--- src/rtl/fp_divider.sv ---
// fp_divider: sequential FP32 divider (data1 / data2) using 25-step restoring
// division of the 24-bit significands. Simplified number model: hidden bit is
// always 1, no denormals, truncation instead of rounding, exponent wraps
// silently. Fixed latency for every operand, zero operands included.
module fp_divider (
  input  logic        clk,
  input  logic        rst,
  input  logic        start,
  input  logic [31:0] data1,
  input  logic [31:0] data2,
  output logic [31:0] result,
  output logic        done,
  output logic        busy,
  output logic        dz
);

  localparam int unsigned SIG_W  = 24;
  localparam int unsigned QUO_W  = SIG_W + 1;
  localparam int unsigned LAST_IT = QUO_W - 1;

  typedef enum logic [1:0] {
    IDLE = 2'd0,
    CALC = 2'd1,
    DONE = 2'd2
  } state_t;

  state_t             state;
  logic [31:0]        opa;
  logic [31:0]        opb;
  logic [QUO_W-1:0]   rem;
  logic [SIG_W-1:0]   div;
  logic [QUO_W-1:0]   q;
  logic [4:0]         cnt;

  logic               q_bit_c;
  logic [QUO_W-1:0]   rem_sub_c;
  logic [7:0]         expo_c;
  logic [22:0]        mant_c;
  logic               sign_c;
  logic               a_zero_c;
  logic               b_zero_c;
  logic [31:0]        quot_c;

  // One restoring-division step: subtract divisor when it fits.
  always_comb begin
    q_bit_c   = (rem >= {1'b0, div});
    rem_sub_c = q_bit_c ? (rem - {1'b0, div}) : rem;
  end

  // Normalise the quotient and resolve zero operands. The exponent is taken
  // modulo 256, which is the low byte of the wider sum.
  always_comb begin
    sign_c   = opa[31] ^ opb[31];
    a_zero_c = (opa == 32'h0000_0000);
    b_zero_c = (opb == 32'h0000_0000);
    if (q[QUO_W-1]) begin
      mant_c = q[23:1];
      expo_c = opa[30:23] - opb[30:23] + 8'd127;
    end else begin
      mant_c = q[22:0];
      expo_c = opa[30:23] - opb[30:23] + 8'd126;
    end
    if (b_zero_c && a_zero_c) begin
      quot_c = 32'h7FC0_0000;
    end else if (b_zero_c) begin
      quot_c = {sign_c, 8'hFF, 23'd0};
    end else if (a_zero_c) begin
      quot_c = 32'h0000_0000;
    end else begin
      quot_c = {sign_c, expo_c, mant_c};
    end
  end

  // Control FSM, datapath registers and registered outputs.
  always_ff @(posedge clk) begin
    if (rst) begin
      state  <= IDLE;
      opa    <= 32'd0;
      opb    <= 32'd0;
      rem    <= '0;
      div    <= '0;
      q      <= '0;
      cnt    <= 5'd0;
      result <= 32'd0;
      done   <= 1'b0;
      busy   <= 1'b0;
      dz     <= 1'b0;
    end else begin
      done <= 1'b0;
      case (state)
        IDLE: begin
          busy <= 1'b0;
          if (start) begin
            opa   <= data1;
            opb   <= data2;
            rem   <= {2'b01, data1[22:0]};
            div   <= {1'b1, data2[22:0]};
            q     <= '0;
            cnt   <= 5'd0;
            busy  <= 1'b1;
            state <= CALC;
          end
        end
        CALC: begin
          q   <= {q[QUO_W-2:0], q_bit_c};
          rem <= rem_sub_c << 1;
          cnt <= cnt + 5'd1;
          if (cnt == 5'(LAST_IT)) begin
            state <= DONE;
          end
        end
        DONE: begin
          result <= quot_c;
          dz     <= b_zero_c;
          done   <= 1'b1;
          state  <= IDLE;
        end
        default: state <= IDLE;
      endcase
    end
  end

endmodule

--- config.mk ---
export PLATFORM = sky130hd
export DESIGN_NAME = fp_divider
export DESIGN_NICKNAME = d
export VERILOG_FILES = /design/src/rtl/fp_divider.sv
export SDC_FILE = /design/constraint.sdc
export NUM_CORES = 1
export LEC_CHECK = 0
export BUFFER_PORTS_ARGS = -buffer_cell sky130_fd_sc_hd__buf_4
export CORE_ASPECT_RATIO = 0.75
export CORE_MARGIN = 2
export CORE_UTILIZATION = 63
export CTS_CLUSTER_SIZE = 12
export DETAILED_ROUTE_END_ITERATION = 10
export PLACE_DENSITY = 0.82
export SYNTH_ARGS = -nofsm -noshare
export SYNTH_HDL_FRONTEND = slang
export SYNTH_SLANG_ARGS = --single-unit
--- constraint.sdc ---
create_clock -name clk -period 5.8 [get_ports clk]
set_input_delay 0.58 -clock clk [delete_from_list [all_inputs] [get_ports clk]]
set_output_delay 0.58 -clock clk [all_outputs]
set_load 0.01 [all_outputs]
### Word level (Yosys, flattened, before mapping)

Cells that the tools add are included.

| word-level totals | value |
|---|---|
| word-level logic and storage cells | 48 |
| output and inout port bits | 35 |
| input port bits | 67 |
| flip-flop bits (word level) | 180 |

| cells by class | value |
|---|---|
| equality and inequality tests | 5 |
| reductions and logical operators | 8 |
| bitwise gates (word level) | 1 |
| $lt $le $gt $ge | 1 |
| add/sub/neg operators | 5 |
| muxes and demuxes | 17 |

Operators by type and width:

| kind | number |
|---|---|
| $pmux 25 s2 | 2 |
| $mux 32 | 3 |
| $logic_not 32->1 | 2 |
| $mux 25 | 2 |
| $ge 25x24->1 | 1 |
| $mux 24 | 1 |
| $sub 24x24->24 | 1 |
| $mux 23 | 1 |
| $add 8x7->8 const B | 2 |
| $pmux 5 s2 | 1 |
| $mux 8 | 1 |
| $sub 8x8->8 | 1 |
| $reduce_and 2->1 | 3 |
| $add 5x1->5 const B | 1 |
| $eq 5x5->1 const B | 1 |
| $mux 5 | 1 |
| $mux 2 | 2 |
| $ne 2x2->1 const B | 2 |
| $pmux 2 s2 | 1 |
| $eq 2x1->1 const B | 1 |
| $eq 2x2->1 const B | 1 |
| $logic_not 2->1 | 1 |
| $mux 1 | 2 |
| $reduce_bool 2->1 | 1 |
| other kinds (2) | 2 |

### Logic depth before layout (Yosys ltp)

| logic depth | value |
|---|---|
| word-level depth | 6 |
| depth in mapped cells | 13 |
| depth with buffers taken out | 12 |

### Worst setup path after synthesis

OpenSTA, ideal clock, no wires.

| timing | value |
|---|---|
| path type | register -> register |
| start point | register opa[23] |
| end point | register result[30] |
| clock period less this slack | 2.672 ns |
| cell stages (with the launch flop) | 13 |
| data arrival time | 2.540 ns |
| path slack | 3.128 ns |
| library setup time | 0.132 ns |
| buffers on the path | 0 |
| data required time | 5.668 ns |
| cells stage by stage | dfxtp_1 > inv_1 > ha_1 > fa_1 > nor2b_1 > o21ai_0 > a21boi_0 > nor2_1 > or3_1 > nor3b_2 > nor2_1 > nor4_1 > nor3_1 |

| on the way | value |
|---|---|
| cells in the longest elaborated chain, start to end | 6 |
| elaborated cells on any way between the ends | 9 |
| those cells by class | add/sub (3); mux (4); reduce/logical (2) |

RTL lines:

| element | line | RTL |
|---|---|---|
| from (decl) | 28 | `logic [31:0] opa;` |
| from (signal assigned) | 94 | `opa <= data1;` |
| $sub 8x8->8 | 58, 61 |  |
| $add 8x7->8 (on tied branches) | 61, 58 |  |
| $mux 8 | 56 | `if (q[QUO_W-1]) begin` |
| $mux 32 | 67 | `end else if (a_zero_c) begin` |
| $mux 32 | 65 | `end else if (b_zero_c) begin` |
| $mux 32 (*) | 63 | `if (b_zero_c && a_zero_c) begin` |
| to (signal assigned) | 113 | `result <= quot_c;` |
| to (decl) | 11 | `output logic [31:0] result,` |

Mark *: on every way between the ends. The rest lies on a longest branch, timed or not.
A chain may end at the register's enable or synchronous reset.

==> results.yml <==
synthesis:
  syn_inst: 968
  synthArstFlopShare: 0
  yosysUniqueCellTypes: 58
  synth_edf_count: 0
  syn-num-nets: 1073
  yosys_warnings: 0
  synthFlopType: "dfxtp_1"
  ys_seq_area_frac: 0.3978
  syn_area_sq_mm: 0.007901
  syn_avg_cell_area_sq_um: 8.163
  ys_ff_latch: 157
cells_and_area:
  area_delta_synth_final_pct: 17.47
  final_common_cell: "nand2_1"
  diodes: 0
  nets: 1140
  drive_above_1_share: 0.1834
  multi_input_area_sq_mm: 0.004355
  fillCellCount: 940
  utilization: 0.7569
  regArea_sq_mm: 0.003143
  layout_common_cells: "nand2_1, dfxtp_1, a21oi_1, buf_4, nor2_1"
power_and_ir_drop:
  power.leakage_nw: 3.816
  switching_share: 0.3250
  powerDensity_mw_per_mm2: 345.6
  vdd_drop_max_mv: 0.2682
  pwr-share-clk: 0.353
  combPwrFrac: 0.276
  intPower_mw: 2.165
  power_frac_seq: 0.371
  switching_power_mw: 1.043
clocking:
  clk_pin_slew_ns: 0.06
  cts_repair_resize_count: 0
  clk_latency_ns: 0.43
  cts_tree: "built"
  cts_setup_buffers: 0
  numCtsBuffers: 17
  clock_path_buffers: 2
  cts-root-buf: "clkbuf_16"
  numClockSinks: 157
  htree_num_levels: 4
  holdBufCountCts: 0
place:
  pre_cts_slack_ns: 2.494
  dpl.hpwl_um: 13680
  place.gp.congestion: 1.006
  port_buffers: 101
setup_path:
  path_class: "reg -> reg"
  path_cells: "inv_1, ha_1, nor2b_1, o211ai_1, a31oi_1, o41ai_2, o31a_1, a22oi_4, o21ai_0, a22oi_1, o21ai_0"
  timing.critical_path.mode_cell: "o21ai_0"
  crit_arrival_ns: 3.68
  critPathRequiredTime_ns: 6.10
  startpoint_type: "flip-flop"
  reg2reg_depth: 11
  r2r-end: "rem[24]"
  path_max_fanout: 31
  worst_setup_path_end_kind: "flip-flop"
  r2r-start: "opb[1]"
  max_stage_delay_ns: 0.85
  reg2reg_slack_ns: 2.42
  crit_slowest_cell: "a22oi_4"
detailed_routing:
  wirelength_um: 20060
  firstDrtPassIters: 5
  ant_nets: 0
  vias_per_cell: 5.905
  wl_per_cell_um: 16.54
  drc_errors: 0
  num_vias: 7163
  first_iter_violations: 928
grt:
  overflow: 0
  grt_pass1_wl_um: 31840
  grt_max_degree: 81
  grt_use_total: 0.2981
  first_global_vias: 6266
  antenna_found_initial: 0
die:
  die_h_um: 101.0
  start_util: 0.6444
  die_x_um: 133.3
  placementRows: 35
  dieArea_sq_mm: 0.01346
  num_io_pins: 102
  coreArea_sq_mm: 0.01226
timing:
  finalWorstSetupSlack_ns: 2.422
  relSlewSlack: 0.2705
  worstMarginPinSlew_ns: 1.094
  fin_crit_sh: 0.5825
  fin_hold_ws_ns: 0.3953
  finalMaxSlewViolations: 0
  fin_skew_ns: 0.01497
  fin_setup_tns_ns: 0
  setup_violations: 0
  hold_viol: 0
  max_freq_mhz: 296.0
  period_minus_slack_ns: 3.378
  rsz0062_at_grt: "false"
min_path:
  min_from: "data2[9]"
  holdPathStages: 3
  hold_path_end: "opb[9]"
  hold_path_class: "in -> reg"
run:
  cap_violations: 0
run_status:
  status: "finished, final reports clean"
-- synth_stat cells, types with 3 or more instances --
library cell  number  area share
xor2_1            11       0.012
a31o_2            14       0.016
a22o_1            25       0.028
a21oi_1          130       0.082
xnor2_1           17       0.019
nand4_1            9      0.0071
or2_2              7      0.0055
nor2b_1            7      0.0055
mux2i_1           20       0.025
a21o_1             6      0.0057
nand3_1            9      0.0057
inv_1             47       0.022
nor2_1            61       0.029
dfxtp_1          157        0.40
buf_1              5      0.0024
o21a_1             4      0.0038
nand2b_1           3      0.0024
clkbuf_1          52       0.025
nand2_1          184       0.087
a31oi_1            4      0.0032
ha_1              36       0.057
nor4_1            17       0.013
or3_1              4      0.0032
o21ai_0           20       0.013
nor3_1            13      0.0082
a22oi_1           23       0.022
and2_1             3      0.0024
a221oi_1           6      0.0067
mux2_2            23       0.033
o211ai_1           8      0.0076
o31a_1             4      0.0044
-- cells by family (layout without fill, tap and decap cells) --
| logic type | count (synthesis) | after routing | synth area share |
|---|---|---|---|
| AND/OR/NAND/NOR | 330 | 330 | 0.1834 |
| AO/OA/AOI/OAI | 265 | 265 | 0.2152 |
| flip-flops | 157 | 157 | 0.3978 |
| buffers and inverters | 107 | 186 | 0.05242 |
| multiplexers | 43 | 43 | 0.05812 |
| adder cells (fa/ha/maj) | 38 | 38 | 0.06207 |
| XOR/XNOR | 28 | 28 | 0.03104 |
-- worst max path at each step --
stage          cells past startpoint     from  slack, ns         end
2_1_floorplan                     12  opa[23]       3.13  result[30]
3_3_place_gp                      11   opb[6]       2.67     rem[24]
3_5_place_dp                      11   opb[6]       2.49     rem[24]
4_1_cts                           11   opb[6]       2.47     rem[24]
5_1_grt                           10   opb[6]       2.26     rem[18]
6_report                          11   opb[1]       2.42     rem[24]
-- metrics by stage --
step                      cell area [sq um]  power (mW)  instances
after global routing                   9281       3.345       1213
after global placement                 8693       2.048       1182
after detailed placement               8693       2.063       1182
after floorplan                        7901       1.873        968
after CTS                              9281       3.188       1213
final                                  9281       3.208       1213
-- power groups by stage --
stage	Clock (mW)	Sequential (mW)	Combinational (mW)
global route	1.19	1.19	0.963
detailed placement	0	1.21	0.853
global placement	0	1.21	0.839
finish	1.13	1.19	0.884
floorplan	0	1.19	0.683
CTS	1.14	1.19	0.864
-- metal layers --
metal,global-route usage,up-vias,wire length (um)
met3,0.07340,21,1897
li1,-,3533,-
met5,0.03333,-,58
met1,0.4621,3303,9891
met4,0.08920,2,259
met2,0.3981,304,7955
-- area by class of cell --
type / count / share of cell area
flip-flops and latches: 157 / 0.3386
clock inverters: 12 / 0.01456
multi-input cells: 704 / 0.4693
inverters: 47 / 0.01901
repair buffers: 108 / 0.08736
clock buffers: 19 / 0.04880
well taps: 166 / 0.02238
-- sequential cells by signal (all words and copies together), names as in the netlist --
name,flops
busy,1
cnt,5
div,1
done,1
dz,1
opa,32
opb,32
q,25
rem,25
result,32
state,2
-- worst max-delay path, delay by kind of cell, from the launching register on --
kind	cells	cell delay, ns
AO/OA/AOI/OAI	8	2.31
flip-flops	1	0.41
adder cells (fa/ha/maj)	1	0.29
AND/OR/NAND/NOR	1	0.17
buffers and inverters	1	0.07
(Power assumes the default switching activity.)
